File: config.mk
export PLATFORM = sky130hd
export DESIGN_NAME = trng_com_rx
export DESIGN_NICKNAME = d
export VERILOG_FILES = /design/src/rtl/trng_com_rx.sv
export SDC_FILE = /design/constraint.sdc
export NUM_CORES = 1
export LEC_CHECK = 0
export CAP_MARGIN = 5
export CORE_MARGIN = 10
export CORE_UTILIZATION = 40
export CTS_CLUSTER_DIAMETER = 80
export CTS_CLUSTER_SIZE = 28
export DETAILED_ROUTE_END_ITERATION = 7
export SYNTH_ARGS = -nofsm -noshare
export SYNTH_HDL_FRONTEND = slang
export SYNTH_SLANG_ARGS = --single-unit
export TNS_END_PERCENT = 5
File: constraint.sdc
create_clock -name i_clk -period 4.7 [get_ports i_clk]
set_input_delay 0.94 -clock i_clk [delete_from_list [all_inputs] [get_ports i_clk]]
set_output_delay 0.94 -clock i_clk [all_outputs]
set_load 0.005 [all_outputs]
File: src/rtl/trng_com_rx.sv
`default_nettype none
// ----------------------------------------------------------------------
// trng_com_rx: 8N1 UART receiver feeding a byte FIFO with CTS flow control
// Rev 1.0
// ----------------------------------------------------------------------
module trng_com_rx #(
  parameter int CLKS_PER_BIT = 16,
  parameter int FIFO_DEPTH   = 4
) (
  input  logic       i_clk,
  input  logic       i_reset,
  input  logic       i_serial_data,
  input  logic       i_read,
  output logic [7:0] o_dat,
  output logic       o_valid,
  output logic       o_serial_cts_n,
  output logic       o_new_frame,
  output logic       o_frame_err,
  output logic       o_overrun
);

  localparam int CW = $clog2(CLKS_PER_BIT);
  localparam int AW = $clog2(FIFO_DEPTH);
  localparam logic [CW-1:0] C_HALF_M1 = CW'(CLKS_PER_BIT / 2 - 1);
  localparam logic [CW-1:0] C_BIT_M1  = CW'(CLKS_PER_BIT - 1);
  localparam logic [CW-1:0] C_CYC_ONE = CW'(1);
  localparam logic [AW:0]   C_FULL    = (AW + 1)'(FIFO_DEPTH);
  localparam logic [AW:0]   C_CTS_LVL = (AW + 1)'(FIFO_DEPTH - 1);
  localparam logic [AW:0]   C_CNT_ONE = (AW + 1)'(1);
  localparam logic [AW-1:0] C_PTR_ONE = AW'(1);

  typedef enum logic [1:0] {IDLE, START, DATA, STOP} state_t;

  logic [1:0]    sync_q;
  state_t        state_q;
  logic [CW-1:0] cyc_q;
  logic [2:0]    bit_q;
  logic [7:0]    shreg_q;
  logic          frame_err_q;

  logic [7:0]    mem_q [FIFO_DEPTH];
  logic [AW-1:0] wptr_q, rptr_q;
  logic [AW:0]   count_q, count_d;
  logic          cts_n_q, new_frame_q, overrun_q;

  logic w_line, w_push, w_pop, w_full, w_push_ok, w_drop;

  always_ff @(posedge i_clk) begin
    if (i_reset) sync_q <= 2'b11;
    else         sync_q <= {sync_q[0], i_serial_data};
  end
  assign w_line = sync_q[1];

  always_ff @(posedge i_clk) begin
    if (i_reset) begin
      state_q     <= IDLE;
      cyc_q       <= '0;
      bit_q       <= '0;
      shreg_q     <= '0;
      frame_err_q <= 1'b0;
    end else begin
      frame_err_q <= 1'b0;
      case (state_q)
        IDLE: begin
          cyc_q <= '0;
          if (!w_line) state_q <= START;
        end
        START: begin
          if (cyc_q == C_HALF_M1) begin
            cyc_q   <= '0;
            bit_q   <= '0;
            state_q <= w_line ? IDLE : DATA;
          end else begin
            cyc_q <= cyc_q + C_CYC_ONE;
          end
        end
        DATA: begin
          if (cyc_q == C_BIT_M1) begin
            cyc_q   <= '0;
            shreg_q <= {w_line, shreg_q[7:1]};
            bit_q   <= bit_q + 3'd1;
            if (bit_q == 3'd7) state_q <= STOP;
          end else begin
            cyc_q <= cyc_q + C_CYC_ONE;
          end
        end
        STOP: begin
          // Back to IDLE at mid-stop so a following start edge is not missed
          if (cyc_q == C_BIT_M1) begin
            cyc_q       <= '0;
            state_q     <= IDLE;
            frame_err_q <= ~w_line;
          end else begin
            cyc_q <= cyc_q + C_CYC_ONE;
          end
        end
        default: state_q <= IDLE;
      endcase
    end
  end

  assign w_push    = (state_q == STOP) && (cyc_q == C_BIT_M1) && w_line;
  assign w_pop     = i_read && (count_q != '0);
  assign w_full    = (count_q == C_FULL);
  assign w_push_ok = w_push && (!w_full || w_pop);
  assign w_drop    = w_push && w_full && !w_pop;

  always_comb begin
    count_d = count_q;
    if (w_push_ok && !w_pop)      count_d = count_q + C_CNT_ONE;
    else if (!w_push_ok && w_pop) count_d = count_q - C_CNT_ONE;
  end

  always_ff @(posedge i_clk) begin
    if (i_reset) begin
      wptr_q      <= '0;
      rptr_q      <= '0;
      count_q     <= '0;
      cts_n_q     <= 1'b1;
      new_frame_q <= 1'b0;
      overrun_q   <= 1'b0;
    end else begin
      if (w_push_ok) wptr_q <= wptr_q + C_PTR_ONE;
      if (w_pop)     rptr_q <= rptr_q + C_PTR_ONE;
      count_q     <= count_d;
      cts_n_q     <= (count_d >= C_CTS_LVL);
      new_frame_q <= w_push_ok;
      overrun_q   <= w_drop;
    end
  end

  // When full, push-with-pop writes the slot being vacated by the head
  always_ff @(posedge i_clk) begin
    if (w_push_ok) mem_q[wptr_q] <= shreg_q;
  end

  assign o_valid        = (count_q != '0);
  assign o_dat          = o_valid ? mem_q[rptr_q] : 8'h00;
  assign o_serial_cts_n = cts_n_q;
  assign o_new_frame    = new_frame_q;
  assign o_frame_err    = frame_err_q;
  assign o_overrun      = overrun_q;

endmodule
`default_nettype wire
# Word level (Yosys, flattened, before mapping)
# Memory sizes are Yosys's and may differ from the RTL's. A register that Yosys moved wholly into a read port is not among the register bits.
# Cells that the tools add are included.
dict set report word_totals {
  ff_bits 30
  latchBits 0
  mem_bits_rw 32
  mem_bits_ro 0
  inputBits 4
  out_inout_bits 13
  wordCells 75
  mem_count 1
}
# memory depth width read_ports rd_clocked_by_memory_dff write_ports line_no
set memory_table {}
lappend memory_table {mem_q 4 8 1 1 1 41} ;# logic [7:0] mem_q [FIFO_DEPTH];
dict set report classes {
  addsub 6
  mul 0
  n_div 0
  n_lt_le_gt_ge 1
  eq_ne 12
  shift 0
  mux 20
  n_bitwise 3
  n_reduce_logical 20
}
# operator n
set ops {}
lappend ops {{two-way mux 2 bit} 8}
lappend ops {{two-way mux 3 bit} 4}
lappend ops {{case mux 4 bit (3 select lines)} 1}
lappend ops {{!= test 2 bit (second input constant)} 5}
lappend ops {{logical AND 1 bit} 8}
lappend ops {{two-way mux 4 bit} 2}
lappend ops {{two-way mux 8 bit} 1}
lappend ops {{case mux 2 bit (4 select lines)} 1}
lappend ops {{adder 3 x 1 -> 3 bit (second input constant)} 2}
lappend ops {{== test 3 bit (second input constant)} 2}
lappend ops {{case mux 3 bit (2 select lines)} 1}
lappend ops {{AND reduction 5 bit} 1}
lappend ops {{adder 2 x 1 -> 2 bit (second input constant)} 2}
lappend ops {{adder 4 x 1 -> 4 bit (second input constant)} 1}
lappend ops {{== test 2 bit (second input constant)} 2}
lappend ops {{== test 4 x 3 -> 1 bit (second input constant)} 1}
lappend ops {{== test 4 bit (second input constant)} 1}
lappend ops {{greater-or-equal comparator 3 x 2 -> 1 bit (second input constant)} 1}
lappend ops {{zero test 1 bit} 3}
lappend ops {{inverter 1 bit} 3}
lappend ops {{AND reduction 3 bit} 1}
lappend ops {{nonzero test 3 bit} 1}
lappend ops {{OR reduction 3 bit} 1}
lappend ops {{subtractor 3 x 1 -> 3 bit (second input constant)} 1}
lappend ops {{7 further kinds} 8}

# Depth between registers and ports, before layout
# Gate-level depths: netlist of run 1.
dict set report logic_depth {
  ltp_word 9
  ltp_mapped 7
  depth_no_buf 7
}

# Worst setup path before layout of run 1
# No wires, ideal clock.
dict set report synth_timing {
  path_kind {input-to-reg}
  from {input port i_read}
  to {register cts_n_q (netlist: o_serial_cts_n)}
  setup_time_ps 136
  arrival_time_ps 2080
  required_time_ps 4564
  slack_ps 2484
  path_stages 5
  n_path_buf 1
  cell_sequence {clkbuf_1 or4_4 o211a_1 a311oi_2 o211ai_1}
}
dict set report synth_via {
  elab_chain_cells 8
  word_cells_on_any_way 10
  classes_between {1 x order compare; 2 x mux; 7 x reduce/logical}
}
# element line_no
set synth_lines {}
lappend synth_lines {{start, declared} 13} ;# input logic i_read,
lappend synth_lines {{logical AND 1 bit (*)} 103} ;# assign w_pop = i_read && (count_q != '0);
lappend synth_lines {{logical OR 1 bit} 105} ;# assign w_push_ok = w_push && (!w_full || w_pop);
lappend synth_lines {{logical AND 1 bit} 105}
lappend synth_lines {{zero test 1 bit} 111} ;# else if (!w_push_ok && w_pop) count_d = count_q - C_CNT_ONE;
lappend synth_lines {{logical AND 1 bit} 111}
lappend synth_lines {{two-way mux 3 bit} 111}
lappend synth_lines {{two-way mux 3 bit (*)} 110} ;# if (w_push_ok && !w_pop) count_d = count_q + C_CNT_ONE;
lappend synth_lines {{greater-or-equal comparator 3 x 2 -> 1 bit (*)} 126} ;# cts_n_q <= (count_d >= C_CTS_LVL);
lappend synth_lines {{end signal, assigned} 126}
lappend synth_lines {{end, declared} 44} ;# logic cts_n_q, new_frame_q, overrun_q;
# Mark *: on every way between the ends. The rest lies on a longest branch, timed or not.
# A chain may end at the register's enable or synchronous reset.

# Final worst setup path of run 1
dict set report layout_timing {
  from {register count_q[1]}
  to {output port o_dat[5]}
}
dict set report layout_via {
  elab_chain_cells 2
}
# element line_no
set layout_lines {}
lappend layout_lines {{start, declared} 43} ;# logic [AW:0] count_q, count_d;
lappend layout_lines {{start signal, assigned} 125} ;# count_q <= count_d;
lappend layout_lines {{nonzero test 3 bit} 137} ;# assign o_valid = (count_q != '0);
lappend layout_lines {{two-way mux 8 bit} 138} ;# assign o_dat = o_valid ? mem_q[rptr_q] : 8'h00;
lappend layout_lines {{end, declared} 14} ;# output logic [7:0] o_dat,
# Every way passes these cells.

==> flow_summary_export.csv, run 1 <==
group,metric,value,unit
clock_network,postCtsHoldBufs,0,
detailed_routing,final_antenna_net_count,0,
timing,hold_viol_final,0,
logic_synthesis,syn_inst,208,
timing,worst_pin_slew,0.968,ns
die,die_area,10300,sq um
worst_hold_path,worstHoldStart,"sync_q[0]",
layout,utilization,0.476,
critical_path,cp.arrival,2.21,ns
timing,relSlewSlack,0.352,
logic_synthesis,synth.net_count,222,
global_routing,grt_pass1_wl,7.39,mm
clock_network,clock-root-buffer,"clkbuf_8",
critical_path,endpoint_kind,"primary output",
timing,fmax,317,MHz
logic_synthesis,synth_edf_count,32,
critical_path,startpoint,"count_q[1]",
logic_synthesis,synth_seq_cells,64,
detailed_routing,drtIter0Drc,52,
global_routing,antenna_found_initial,0,
power,power_leakage,1.06,nW
clock_network,cts_tree,"done",
detailed_routing,routedWlPerCell,14.4,um
die,pin_count,17,
clock_network,numCtsBuffers,9,
place,place_area,2870,sq um
die,num_rows,29,
power,internal_power,1.02,mW
clock_network,htreeDepth,3,
die,die_x,102,um
power,clkPwrFrac,0.319,
logic_synthesis,synth_area_leaders,"edfxtp_1 36%, dfxtp_1 24%, mux4_2 6.8%, ha_1 4.7%, mux2i_1 4.1%",
logic_synthesis,synth_area_leader_cell,"edfxtp_1",
critical_path,worstPathMaxFanout,14,
worst_hold_path,hold_class,"reg2reg",
logic_synthesis,ys_types,37,
layout,layout-drive-gt1-share,0.132,
place,gp_congestion,0.701,
logic_synthesis,synth_area,2660,sq um
timing,drv_slew,0,
layout,post-route-cell-area,3050,sq um
place,place_hpwl,2.92,mm
global_routing,grtUsageTotal,0.0934,
clock_network,post_cts_buffers,0,
clock_network,cts-resized-gates,0,
timing,setup_tns,0,ns
flow_run,max-cap-violations,0,
global_routing,grt_pass1_vias,1549,
clock_network,clk_pin_slew,0.06,ns
global_routing,grt_overflow_total,0,
power,vdd_drop_max,0.251,mV
timing,rsz0062_at_grt,"no",
timing,finalSetupViolations,0,
detailed_routing,drc,0,
power,power_switching_share,0.259,
run_status,status,"complete, no violations",
layout,syn_to_final_growth,14.7,%
logic_synthesis,synthDominantCellAreaShare,0.361,
critical_path,startpoint_type,"flop",
timing,fin_skew,0.00816,ns
clock_network,cts_buffer_depth,2,
die,start_util,0.415,
detailed_routing,vias,1524,
clock_network,clock_latency,0.34,ns
power,power_density,449,nW/um^2
timing,min_period_over_period,0.671,
logic_synthesis,synth_ff_type,"edfxtp_1",
critical_path,critPathKind,"reg2out",
clock_network,cts.sink_count,64,
power,power,1.37,mW
power,seqPwrFrac,0.468,
detailed_routing,wirelength,4.37,mm
critical_path,cp.required,3.76,ns
logic_synthesis,async_flop_share,0,
detailed_routing,firstDrtPassIters,4,
die,core_area,6420,sq um
logic_synthesis,ys_warn_count,0,
die,die_y,102,um
layout,diodes,0,
timing,holdWs,0.410,ns
layout,nets,237,
global_routing,grt_max_degree,29,
place,port-buffer-count,16,
logic_synthesis,syn_avg_cell_area,12.8,sq um
critical_path,rr_startpoint,"cyc_q[0]",
logic_synthesis,yosysSeqAreaShare,0.601,
timing,layout_min_cycle_time,3.15,ns
power,p_switching,0.355,mW
detailed_routing,viasPerCell,5.01,
power,pwr-share-comb,0.213,
-- critical path, cell delays in order, from the launching register on --
cell,delay (ns)
dfxtp_1,0.42
inv_1,0.09
ha_1,0.26
nand2b_1,0.40
and2_1,0.21
clkdlybuf4s50_1,0.50
-- synth_stat cells (2+ instances only) --
cell type and instances:
nand2_1 7, nand3_1 4, and2_1 10, buf_2 3, edfxtp_1 32, a21oi_1 4, nor2_1 27, o211ai_1 3
mux4_2 8, mux2i_1 11, a311oi_1 2, dfxtp_1 32, nor4_1 2, o21ai_0 4, a22oi_1 3, and3_1 5
clkbuf_1 7, nor3_1 2, or2_2 3, buf_4 2, ha_1 10, xnor2_1 3, nand3b_1 2, inv_1 8
xor2_1 2
-- final cells by class --
class / count / area (sq um)
well taps: 77 / 96.3
repair buffers: 16 / 160
multi-input cells: 124 / 981
flip-flops and latches: 64 / 1600
clock inverters: 6 / 61.3
clock buffers: 9 / 124
fillers: 585 / 3370
inverters: 8 / 30.0
-- state kept, by name, summed over array words and instances (netlist names), 2 cells and up, named ones only --
name     cells
rptr_q       2
cyc_q        4
count_q      3
sync_q       2
mem_q       32
wptr_q       2
shreg_q      8
bit_q        3
-- final timing paths --
| path | cells past startpoint | endpoint | slack (ns) |
|---|---|---|---|
| max | 5 | o_dat[5] | 1.55 |
| max reg2reg | 6 | shreg_q[0] | 2.39 |
| min reg2reg | 1 | sync_q[1] | 0.41 |
| min | 1 | sync_q[1] | 0.41 |
-- cell usage in the layout, fill, tap and decap left out, drive strengths merged, types with 2 or more instances in the layout --
cell	count
a21oi	4
a22oi	3
a311oi	3
and2	10
and3	5
clkbuf	9
clkdlybuf4s50	16
clkinv	4
dfxtp	32
edfxtp	32
ha	10
inv	8
mux2i	11
mux4	8
nand2	7
nand3	5
nand3b	2
nor2	27
nor3	2
nor4	2
o211ai	3
o21ai	4
or2	3
xnor2	3
xor2	2
-- power groups by stage --
stage          Combinational [mW]  Sequential [mW]  Clock [mW]
3_5_place_dp                0.296            0.655           0
3_3_place_gp                0.294            0.654           0
4_1_cts                     0.298            0.643       0.452
2_1_floorplan               0.200            0.630           0
6_report                    0.291            0.642       0.438
5_1_grt                     0.328            0.648       0.482
-- per-stage QoR --
step                      cells  setup WS, ns
final                       304          1.55
after global routing        304          1.31
after CTS                   304          1.49
after detailed placement    289          1.86
after global placement      289          1.89
after floorplan             208          2.48
-- metal layers --
metal / track usage / part of all wire
met5: 0 / 0
met4: 0.0330 / 0.0071
met3: 0.0531 / 0.062
met2: 0.142 / 0.45
met1: 0.108 / 0.48
-- logic make-up (layout without fill, tap and decap cells) --
family / Yosys count / count (layout) / share of synthesized area
adders and majority gates: 11 / 11 / 0.0507
AOI/OAI and AO/OA: 22 / 22 / 0.0592
muxes: 19 / 19 / 0.109
buffers and inverters: 20 / 39 / 0.0324
DFF: 64 / 64 / 0.601
and+or+nand+nor: 67 / 67 / 0.131
xor gates and xnor gates: 5 / 5 / 0.0164
No activity file was read; power rests on OpenSTA's default activity.
==> run 2: changes to the inputs <==
Clock period 4.7 ns to 3.2 ns, I/O delays scaled along.
==> flow_summary_export.csv, run 2 (synthesis results as in run 1) <==
group,metric,value,unit
run_status,status,"complete, no violations",
power,power_leakage,1.08,nW
critical_path,startpoint_type,"flop",
detailed_routing,final_antenna_net_count,0,
timing,min_period_over_period,0.894,
timing,rsz0062_at_grt,"no",
power,p_switching,0.532,mW
critical_path,rr_startpoint,"count_q[1]",
die,core_area,6420,sq um
power,power_density,680,nW/um^2
detailed_routing,drc,0,
global_routing,grt_pass1_vias,1513,
detailed_routing,drtIter0Drc,62,
die,num_rows,29,
worst_hold_path,hold_depth,1,
detailed_routing,vias,1539,
power,seqPwrFrac,0.445,
clock_network,cts_buffer_depth,2,
critical_path,startpoint,"count_q[1]",
layout,largest_reg_flops,32,
critical_path,worstPathMaxFanout,14,
die,pin_count,17,
critical_path,reg2reg_depth,7,
die,start_util,0.415,
clock_network,clk_pin_slew,0.07,ns
timing,drv_slew,0,
timing,setup_tns,0,ns
die,die_area,10300,sq um
flow_run,max-cap-violations,0,
clock_network,numCtsBuffers,9,
worst_hold_path,hold_class,"reg2reg",
layout,fin_cells,307,
timing,hold_viol_final,0,
power,clkPwrFrac,0.351,
clock_network,clock-root-buffer,"clkbuf_8",
global_routing,grtUsageTotal,0.0920,
timing,fmax,349,MHz
detailed_routing,firstDrtPassIters,4,
global_routing,grt_pass1_wl,7.43,mm
die,die_y,102,um
global_routing,grt_max_degree,19,
place,gp_congestion,0.691,
power,power_switching_share,0.252,
place,place_hpwl,3.01,mm
timing,holdWs,0.410,ns
layout,top_register,"mem_q",
clock_network,post_cts_buffers,0,
layout,utilization,0.483,
place,place_inst,291,
layout,post-route-cell-area,3100,sq um
power,vdd_drop_max,0.299,mV
clock_network,postCtsHoldBufs,0,
clock_network,cts.sink_count,64,
layout,final_cell_mix,"32 x dfxtp_1, 32 x edfxtp_1, 27 x nor2_1",
worst_hold_path,hold_end,"sync_q[1]",
die,die_x,102,um
layout,diodes,0,
detailed_routing,wirelength,4.38,mm
detailed_routing,viasPerCell,5.01,
layout,nets,239,
critical_path,critPathKind,"reg2out",
clock_network,cts-resized-gates,0,
layout,regArea,1600,sq um
global_routing,antenna_found_initial,0,
power,power,2.11,mW
timing,finalSetupViolations,0,
clock_network,htreeDepth,3,
layout,fill_cells,576,
timing,fin_ws,0.338,ns
layout,layout-drive-gt1-share,0.139,
detailed_routing,routedWlPerCell,14.3,um
critical_path,endpoint_kind,"primary output",
clock_network,clock_latency,0.33,ns
timing,relSlewSlack,0.520,
power,internal_power,1.58,mW
critical_path,cp.arrival,2.22,ns
place,port-buffer-count,16,
place,place_area,2880,sq um
worst_hold_path,worstHoldStart,"sync_q[0]",
timing,worst_pin_slew,0.717,ns
timing,fin_skew,0.00571,ns
layout,top_regs,"mem_q: 32 flops, shreg_q: 8 flops, cyc_q: 4 flops",
global_routing,grt_overflow_total,0,
layout,syn_to_final_growth,16.5,%
critical_path,regToRegEndpoint,"o_serial_cts_n",
critical_path,cp.required,2.56,ns
critical_path,r2r_slack,0.93,ns
timing,layout_min_cycle_time,2.86,ns
clock_network,cts_tree,"done",
power,pwr-share-comb,0.203,
layout,multi_input_area,981,sq um
place,pre_cts_slack,0.674,ns
run 2: cell count changes in the layout (fill, tap and decap cells not counted):
cell,delta
clkinv_2,-3
buf_4,+2
clkinv_1,+1
clkinvlp_4,+1
clkinv_4,+1
bufinv_16,+1
run 2: power groups by stage:
stage | clock [mW] | sequential [mW] | combinational [mW]
2_1_floorplan | 0 | 0.925 | 0.293
3_3_place_gp | 0 | 0.959 | 0.433
3_5_place_dp | 0 | 0.961 | 0.437
4_1_cts | 0.763 | 0.943 | 0.438
5_1_grt | 0.805 | 0.950 | 0.477
6_report | 0.742 | 0.940 | 0.429
run 2: worst max-delay path, cell delays in order (launching register included):
cell	delay, ns
dfxtp_1	0.43
inv_1	0.09
ha_1	0.26
nand2b_1	0.39
and2_1	0.21
clkdlybuf4s50_1	0.50
run 2: worst max path at each step:
stage / endpoint / slack (ns) / cells past startpoint
finish: o_dat[5] / 0.34 / 5
global route: o_dat[0] / 0.16 / 5
CTS: o_dat[5] / 0.29 / 5
detailed placement: o_dat[5] / 0.67 / 5
global placement: o_dat[5] / 0.70 / 5
floorplan: o_serial_cts_n / 1.28 / 5
run 2: final cells by class:
cell class,instances,area share
multi-input cells,124,0.316
clock buffers,9,0.0399
repair buffers,18,0.0564
flip-flops and latches,64,0.516
well taps,77,0.0310
clock inverters,7,0.0310
inverters,8,0.00967
run 2: routing by layer:
layer	part of all wire	GRT usage	vias up
li1	-	-	787
met1	0.49	0.112	718
met2	0.44	0.140	27
met3	0.056	0.0408	7
met4	0.013	0.0363	0
met5	0	0	-
